--- config.mk ---
export PLATFORM = sky130hd
export DESIGN_NAME = sprite_point_feeder
export DESIGN_NICKNAME = d
export VERILOG_FILES = /design/src/rtl/sprite_point_feeder.sv
export SDC_FILE = /design/constraint.sdc
export NUM_CORES = 1
export LEC_CHECK = 0
export CAP_MARGIN = 5
export CORE_MARGIN = 5
export CORE_UTILIZATION = 37
export DETAILED_ROUTE_END_ITERATION = 10
export DONT_BUFFER_PORTS = 1
export GPL_ROUTABILITY_DRIVEN = 0
export PLACE_DENSITY = 0.56
export RECOVER_POWER = 50
export REMOVE_ABC_BUFFERS = 1
export SYNTH_ARGS = -nofsm -noshare
export SYNTH_HDL_FRONTEND = slang
export SYNTH_SLANG_ARGS = --single-unit
--- constraint.sdc ---
create_clock -name CLOCK_50 -period 2.1 [get_ports CLOCK_50]
set_input_delay 0.42 -clock CLOCK_50 [delete_from_list [all_inputs] [get_ports CLOCK_50]]
set_output_delay 0.42 -clock CLOCK_50 [all_outputs]
set_load 0.02 [all_outputs]
--- src/rtl/sprite_point_feeder.sv ---
// Scans a 1-bit sprite ROM in row-major order and feeds centred fixed-point (x,y) points to the
// CORDIC rotator, with a valid/last tag pipeline matched to the CORDIC latency.
module sprite_point_feeder #(
   parameter int unsigned SPR_W      = 48,
   parameter int unsigned SPR_H      = 48,
   parameter int unsigned CENTER     = 23,
   parameter int unsigned FRAC_SHIFT = 4,
   parameter int unsigned CORDIC_LAT = 19,
   parameter int unsigned ADDR_W     = 12
) (
   input  logic              CLOCK_50,
   input  logic              reset_n,
   input  logic              start,
   output logic [ADDR_W-1:0] rom_addr,
   output logic              rom_rd_en,
   input  logic              rom_data,
   output logic [11:0]       cordic_x,
   output logic [11:0]       cordic_y,
   output logic              pt_valid,
   output logic              res_valid,
   output logic              res_last,
   output logic              busy,
   output logic              done,
   output logic [ADDR_W-1:0] pt_count
);

   localparam int unsigned CntW = (CORDIC_LAT > 1) ? $clog2(CORDIC_LAT) : 1;

   typedef enum logic [1:0] {StIdle, StScan, StDrain, StDone} state_e;

   state_e              state_q, state_d;
   logic [ADDR_W-1:0]   addr_q, addr_d, col_q, col_d, row_q, row_d;
   logic                rd_en_q, rd_en_d, rd_last_q, rd_last_d;
   logic [ADDR_W-1:0]   dcol_q, dcol_d, drow_q, drow_d;
   logic                data_vld_q, data_vld_d, data_last_q, data_last_d;
   logic                flush_q, flush_d, tail_q, tail_d;
   logic                hold_vld_q, hold_vld_d;
   logic [11:0]         hold_x_q, hold_x_d, hold_y_q, hold_y_d;
   logic [11:0]         cx_q, cx_d, cy_q, cy_d;
   logic                pt_valid_q, pt_valid_d, pt_last_q, pt_last_d;
   logic [CORDIC_LAT-1:0] vpipe_q, vpipe_d, lpipe_q, lpipe_d;
   logic                busy_q, busy_d, done_q, done_d;
   logic [ADDR_W-1:0]   pt_count_q, pt_count_d;
   logic [CntW-1:0]     cnt_q, cnt_d;
   logic [ADDR_W-1:0]   nxt_col, nxt_row;
   logic                nxt_last;

   // Two's-complement wrap at 12 bits gives the signed centred value directly.
   function automatic logic [11:0] centre(input logic [ADDR_W-1:0] p);
      logic [11:0] c;
      c = 12'(p) - 12'(CENTER);
      return c << FRAC_SHIFT;
   endfunction

   always_comb begin
      if (col_q == ADDR_W'(SPR_W - 1)) begin
         nxt_col = '0;
         nxt_row = row_q + 1'b1;
      end else begin
         nxt_col = col_q + 1'b1;
         nxt_row = row_q;
      end
      nxt_last = (nxt_row == ADDR_W'(SPR_H - 1)) && (nxt_col == ADDR_W'(SPR_W - 1));
   end

   always_comb begin
      state_d     = state_q;
      addr_d      = addr_q;
      col_d       = col_q;
      row_d       = row_q;
      rd_en_d     = rd_en_q;
      rd_last_d   = rd_last_q;
      dcol_d      = dcol_q;
      drow_d      = drow_q;
      hold_vld_d  = hold_vld_q;
      hold_x_d    = hold_x_q;
      hold_y_d    = hold_y_q;
      cx_d        = cx_q;
      cy_d        = cy_q;
      busy_d      = busy_q;
      pt_count_d  = pt_count_q;
      cnt_d       = cnt_q;
      pt_valid_d  = 1'b0;
      pt_last_d   = 1'b0;
      done_d      = 1'b0;
      data_vld_d  = rd_en_q;
      data_last_d = rd_en_q & rd_last_q;
      flush_d     = data_last_q;
      tail_d      = flush_q;
      vpipe_d     = CORDIC_LAT'({vpipe_q, pt_valid_q});
      lpipe_d     = CORDIC_LAT'({lpipe_q, pt_last_q});

      if (rd_en_q) begin
         dcol_d = col_q;
         drow_d = row_q;
      end

      // A captured pixel releases the previously held one; the final hold leaves on flush.
      if (data_vld_q && rom_data) begin
         if (hold_vld_q) begin
            pt_valid_d = 1'b1;
            cx_d       = hold_x_q;
            cy_d       = hold_y_q;
         end
         hold_vld_d = 1'b1;
         hold_x_d   = centre(dcol_q);
         hold_y_d   = centre(drow_q);
         pt_count_d = pt_count_q + 1'b1;
      end else if (flush_q && hold_vld_q) begin
         pt_valid_d = 1'b1;
         pt_last_d  = 1'b1;
         cx_d       = hold_x_q;
         cy_d       = hold_y_q;
         hold_vld_d = 1'b0;
      end

      unique case (state_q)
         StIdle: begin
            if (start) begin
               state_d    = StScan;
               busy_d     = 1'b1;
               pt_count_d = '0;
               addr_d     = '0;
               col_d      = '0;
               row_d      = '0;
               rd_en_d    = 1'b1;
               rd_last_d  = (SPR_W == 1) && (SPR_H == 1);
               hold_vld_d = 1'b0;
            end
         end
         StScan: begin
            if (rd_en_q) begin
               if (rd_last_q) begin
                  rd_en_d   = 1'b0;
                  rd_last_d = 1'b0;
               end else begin
                  addr_d    = addr_q + 1'b1;
                  col_d     = nxt_col;
                  row_d     = nxt_row;
                  rd_last_d = nxt_last;
               end
            end
            if (tail_q) begin
               state_d = StDrain;
               cnt_d   = '0;
            end
         end
         StDrain: begin
            cnt_d = cnt_q + 1'b1;
            if (cnt_q == CntW'(CORDIC_LAT - 1)) begin
               state_d = StDone;
               done_d  = 1'b1;
               busy_d  = 1'b0;
            end
         end
         StDone: state_d = StIdle;
         default: state_d = StIdle;
      endcase
   end

   always_ff @(posedge CLOCK_50 or negedge reset_n) begin
      if (!reset_n) begin
         state_q     <= StIdle;
         addr_q      <= '0;
         col_q       <= '0;
         row_q       <= '0;
         rd_en_q     <= 1'b0;
         rd_last_q   <= 1'b0;
         dcol_q      <= '0;
         drow_q      <= '0;
         data_vld_q  <= 1'b0;
         data_last_q <= 1'b0;
         flush_q     <= 1'b0;
         tail_q      <= 1'b0;
         hold_vld_q  <= 1'b0;
         hold_x_q    <= '0;
         hold_y_q    <= '0;
         cx_q        <= '0;
         cy_q        <= '0;
         pt_valid_q  <= 1'b0;
         pt_last_q   <= 1'b0;
         vpipe_q     <= '0;
         lpipe_q     <= '0;
         busy_q      <= 1'b0;
         done_q      <= 1'b0;
         pt_count_q  <= '0;
         cnt_q       <= '0;
      end else begin
         state_q     <= state_d;
         addr_q      <= addr_d;
         col_q       <= col_d;
         row_q       <= row_d;
         rd_en_q     <= rd_en_d;
         rd_last_q   <= rd_last_d;
         dcol_q      <= dcol_d;
         drow_q      <= drow_d;
         data_vld_q  <= data_vld_d;
         data_last_q <= data_last_d;
         flush_q     <= flush_d;
         tail_q      <= tail_d;
         hold_vld_q  <= hold_vld_d;
         hold_x_q    <= hold_x_d;
         hold_y_q    <= hold_y_d;
         cx_q        <= cx_d;
         cy_q        <= cy_d;
         pt_valid_q  <= pt_valid_d;
         pt_last_q   <= pt_last_d;
         vpipe_q     <= vpipe_d;
         lpipe_q     <= lpipe_d;
         busy_q      <= busy_d;
         done_q      <= done_d;
         pt_count_q  <= pt_count_d;
         cnt_q       <= cnt_d;
      end
   end

   assign rom_addr  = addr_q;
   assign rom_rd_en = rd_en_q;
   assign cordic_x  = cx_q;
   assign cordic_y  = cy_q;
   assign pt_valid  = pt_valid_q;
   assign res_valid = vpipe_q[CORDIC_LAT-1];
   assign res_last  = lpipe_q[CORDIC_LAT-1];
   assign busy      = busy_q;
   assign done      = done_q;
   assign pt_count  = pt_count_q;

endmodule
==> impl_results.md <==
* Outcome: finished, violations left
* Failing checks: negative hold slack
* VDD IR-drop max at 586 uV
* Die H at 142 um
* Non-Filler Instances at 897
* CTS sink count at 152
* Fillers at 1620
* Die Wd at 142 um
* Yosys warning count at 0
* Worst-Margin Slew at 0.491 ns
* Wirelength, routed at 13.6 mm
* FFs w/ async S/R, synth at 1.00
* Dpl hpwl at 9.03 mm
* Grt ovf at 0
* RSZ-0062 raised after global routing: yes
* Hold Vio Cnt, Final at 152
* Pwr Density at 1160 nW/um^2
* Total CTS buffers at 17
* Largest net degree at the start of global routing at 153
* ANT cells at 0
* Sequential cell area at 3800 um^2
* Layout cells sized above 1 at 0.174
* Core area at 17200 um^2
* Buffers from clock root to sink, at most at 2
* CP startpoint kind: flop
* Final setup viols at 0
* Cells after synthesis at 616
* CP Data Required Time at 2.44 ns
* Drc violations at 0
* Placed Cells at 861
* FMAX at 476 MHz
* Layout Nets at 674
* Antenna violations before repair at 0
* Worst skew pair latency at 0.42 ns
* Met1 WL at 6.32 mm
* CTS H-Tree Depth at 4
* Rows at 48
* Post-synth EDFFs at 0
* Multi-input gate area at 2540 um^2
* Most common flop cell mapped by yosys: dfrtp_1
* Seq/Total Area, Yosys at 0.587
* CTS tree: yes
* Hold Slack at -0.313 ns
* CTS Root Cell: clkbuf_16
* Syn Area/Cell at 10.5 um^2
* Clock transition at the registers of the reported paths at 0.07 ns
* Tcrit/Tclk final at 1.00
* All-Layer GR Usage at 0.141
* Post-route setup slack at 0.000357 ns
* WP data arrival at 2.44 ns
* Relative slew margins at 0.670
* Area of the die at 20200 um^2
* Fin Setup TNS at 0 ns
* I/O Buffers at 0
* P_leak at 3.56 nW
* Synthesized area at 6470 um^2
* Area Growth Syn to Fin at 18.6%
* Nature of the critical path endpoint: flop
* Setup CP Type: flop to flop
* Worst-path fanout max at 7
* Io pins at 58
* Yosys reg bits at 152
* Routed length per placed instance at 15.2 um
* First-pass GRT wire length at 22.9 mm
* Final min period at 2.10 ns
* Netlist cell types at 51
* Hold Crit Class: input port to asynchronous set/reset pin
* Vias in the first global route at 4468
* Final ANT Viol Nets at 0
* Detail Route met2 WL at 6.20 mm
* Routed length on met3 at 877 um
* Fin. max-slew vios at 0
* Max Cap Viol at 0
* Vias after detailed routing at 4587
* Post-Place Setup Slack at -0.0862 ns
* Starting Density at 0.376
* Vias per cell at 5.11
* DR pass1 iterations at 5
* Starting DRT DRC Count at 418
* Clock skew at 0.00928 ns
* Top Layer Used: met4
* Total power at 0.00893 W
through the flow:
stage | utilization | cell area, um^2
finish | 0.446 | 7680
global route | 0.446 | 7680
CTS | 0.441 | 7600
detailed placement | 0.404 | 6970
global placement | 0.404 | 6970
floorplan | - | 6330
cell usage in the layout (no fill, tap or decap), types with 2 or more instances in the layout:
cell / synthesis / layout
dfrtp_1: 152 / 152
nand2_1: 106 / 106
o21ai_0: 63 / 61
buf_4: 8 / 50
nor2_1: 39 / 39
nand3_1: 19 / 18
nand4_1: 18 / 18
xnor2_1: 18 / 18
mux2_2: 18 / 18
clkbuf_16: 0 / 17
xor2_1: 16 / 16
a21oi_1: 17 / 16
inv_1: 13 / 13
and3_1: 11 / 11
ha_1: 11 / 9
and2_1: 9 / 8
o31ai_1: 9 / 8
conb_1: 1 / 8
nor3_1: 7 / 7
a31oi_1: 6 / 6
nand2b_1: 4 / 4
clkinvlp_4: 0 / 4
or3_1: 4 / 3
o21ai_1: 1 / 3
o31a_1: 3 / 3
a22o_1: 3 / 3
inv_6: 0 / 3
inv_8: 0 / 3
nor2b_1: 2 / 2
mux2i_1: 2 / 2
and2_4: 1 / 2
or2_2: 2 / 2
nor3b_1: 2 / 2
and4_1: 2 / 2
o311ai_0: 2 / 2
a41oi_1: 2 / 2
a32oi_1: 2 / 2
bufinv_16: 0 / 2
buf_6: 1 / 2
sequential cells by signal, indices dropped and copies added, names as in the netlist, 2 cells and up:
register,flops
dcol_q,8
col_q,12
cnt_q,5
cordic_x,8
lpipe_q,19
drow_q,8
vpipe_q,19
hold_y_q,8
cordic_y,8
pt_count,12
rom_addr,12
hold_x_q,8
state_q,2
row_q,12
kinds of logic (layout without fill, tap and decap cells):
kind of cell | Yosys count | after routing | synth area share
xor+xnor | 34 | 34 | 0.0460
fa+ha+maj | 11 | 11 | 0.0213
compound gates | 117 | 117 | 0.106
simple gates | 232 | 232 | 0.169
other cells | 1 | 8 | 0.000579
flops | 152 | 152 | 0.587
mux | 20 | 20 | 0.0344
buf+inv | 49 | 98 | 0.0346
final cells by class:
cell class / instances / area share
Timing Repair Buffer: 52 / 0.0518
Tap cell: 225 / 0.0367
Clock buffer: 19 / 0.0577
Multi-Input combinational cell: 422 / 0.331
Clock inverter: 13 / 0.0207
Sequential cell: 152 / 0.495
Inverter: 14 / 0.00684
worst max-delay path, cell delays in order, from the launching register on:
cell and delay (ns):
dfrtp_1 0.37, or4_4 0.55, nor4_4 0.13, buf_4 0.18, and2_4 0.16, nand3_2 0.09, o31a_1 0.33, o31ai_2 0.20
worst paths after layout:
kind | from | end | slack [ns] | cells after the start
max in group asynchronous | reset_n | row_q[0] | 2.20 | 0
worst min-delay path | reset_n | pt_count[10] | -0.31 | 0
worst max register to register | col_q[9] | rd_last_q | 0.0004 | 7
min in group CLOCK_50 | rom_data | hold_vld_q | 0.20 | 2
worst max-delay path | col_q[9] | rd_last_q | 0.0004 | 7
worst min register to register | lpipe_q[12] | lpipe_q[13] | 0.35 | 0
layer usage:
metal | vias to the layer above | track usage
met5 | - | 0
met2 | 135 | 0.213
met3 | 14 | 0.0400
met1 | 2238 | 0.193
met4 | 0 | 0.0545
li1 | 2200 | -
Yosys cell counts (2+ instances only):
master / number / area share
or3_1: 4 / 0.0039
a41oi_1: 2 / 0.0027
and2_1: 9 / 0.0087
clkbuf_1: 24 / 0.014
nand4_1: 18 / 0.017
buf_2: 2 / 0.0015
mux2_2: 18 / 0.031
a22o_1: 3 / 0.0041
nand2b_1: 4 / 0.0039
o21ai_0: 63 / 0.049
xor2_1: 16 / 0.022
o31a_1: 3 / 0.0041
a31oi_1: 6 / 0.0058
inv_1: 13 / 0.0075
buf_4: 8 / 0.0093
nand2_1: 106 / 0.061
nor3_1: 7 / 0.0054
nor3b_1: 2 / 0.0023
xnor2_1: 18 / 0.024
and3_1: 11 / 0.011
nand3_1: 19 / 0.015
a21oi_1: 17 / 0.013
and4_1: 2 / 0.0027
a32oi_1: 2 / 0.0027
or2_2: 2 / 0.0019
a2111oi_0: 2 / 0.0027
o31ai_1: 9 / 0.010
nor2_1: 39 / 0.023
o311ai_0: 2 / 0.0027
ha_1: 11 / 0.021
dfrtp_1: 152 / 0.59
mux2i_1: 2 / 0.0031
nor2b_1: 2 / 0.0019
power by group:
group	total, W	switching, W	internal [W]
Clock	0.00310	0.00128	0.00182
Combinational	0.00198	0.00115	0.000832
Sequential	0.00385	0.000496	0.00336
Total	0.00893	0.00292	0.00601
what timing repair did:
item | 4_1_cts | 5_1_grt
pin swaps | 3 | 7
endpoints found under the setup margin | 8 | 24
endpoints found under the hold margin | 152 | 152
cloned | 0 | 0
resized for setup | 3 | 15
buffers inserted | 1 | 3
Note: power is estimated with default switching activity, not from simulation.
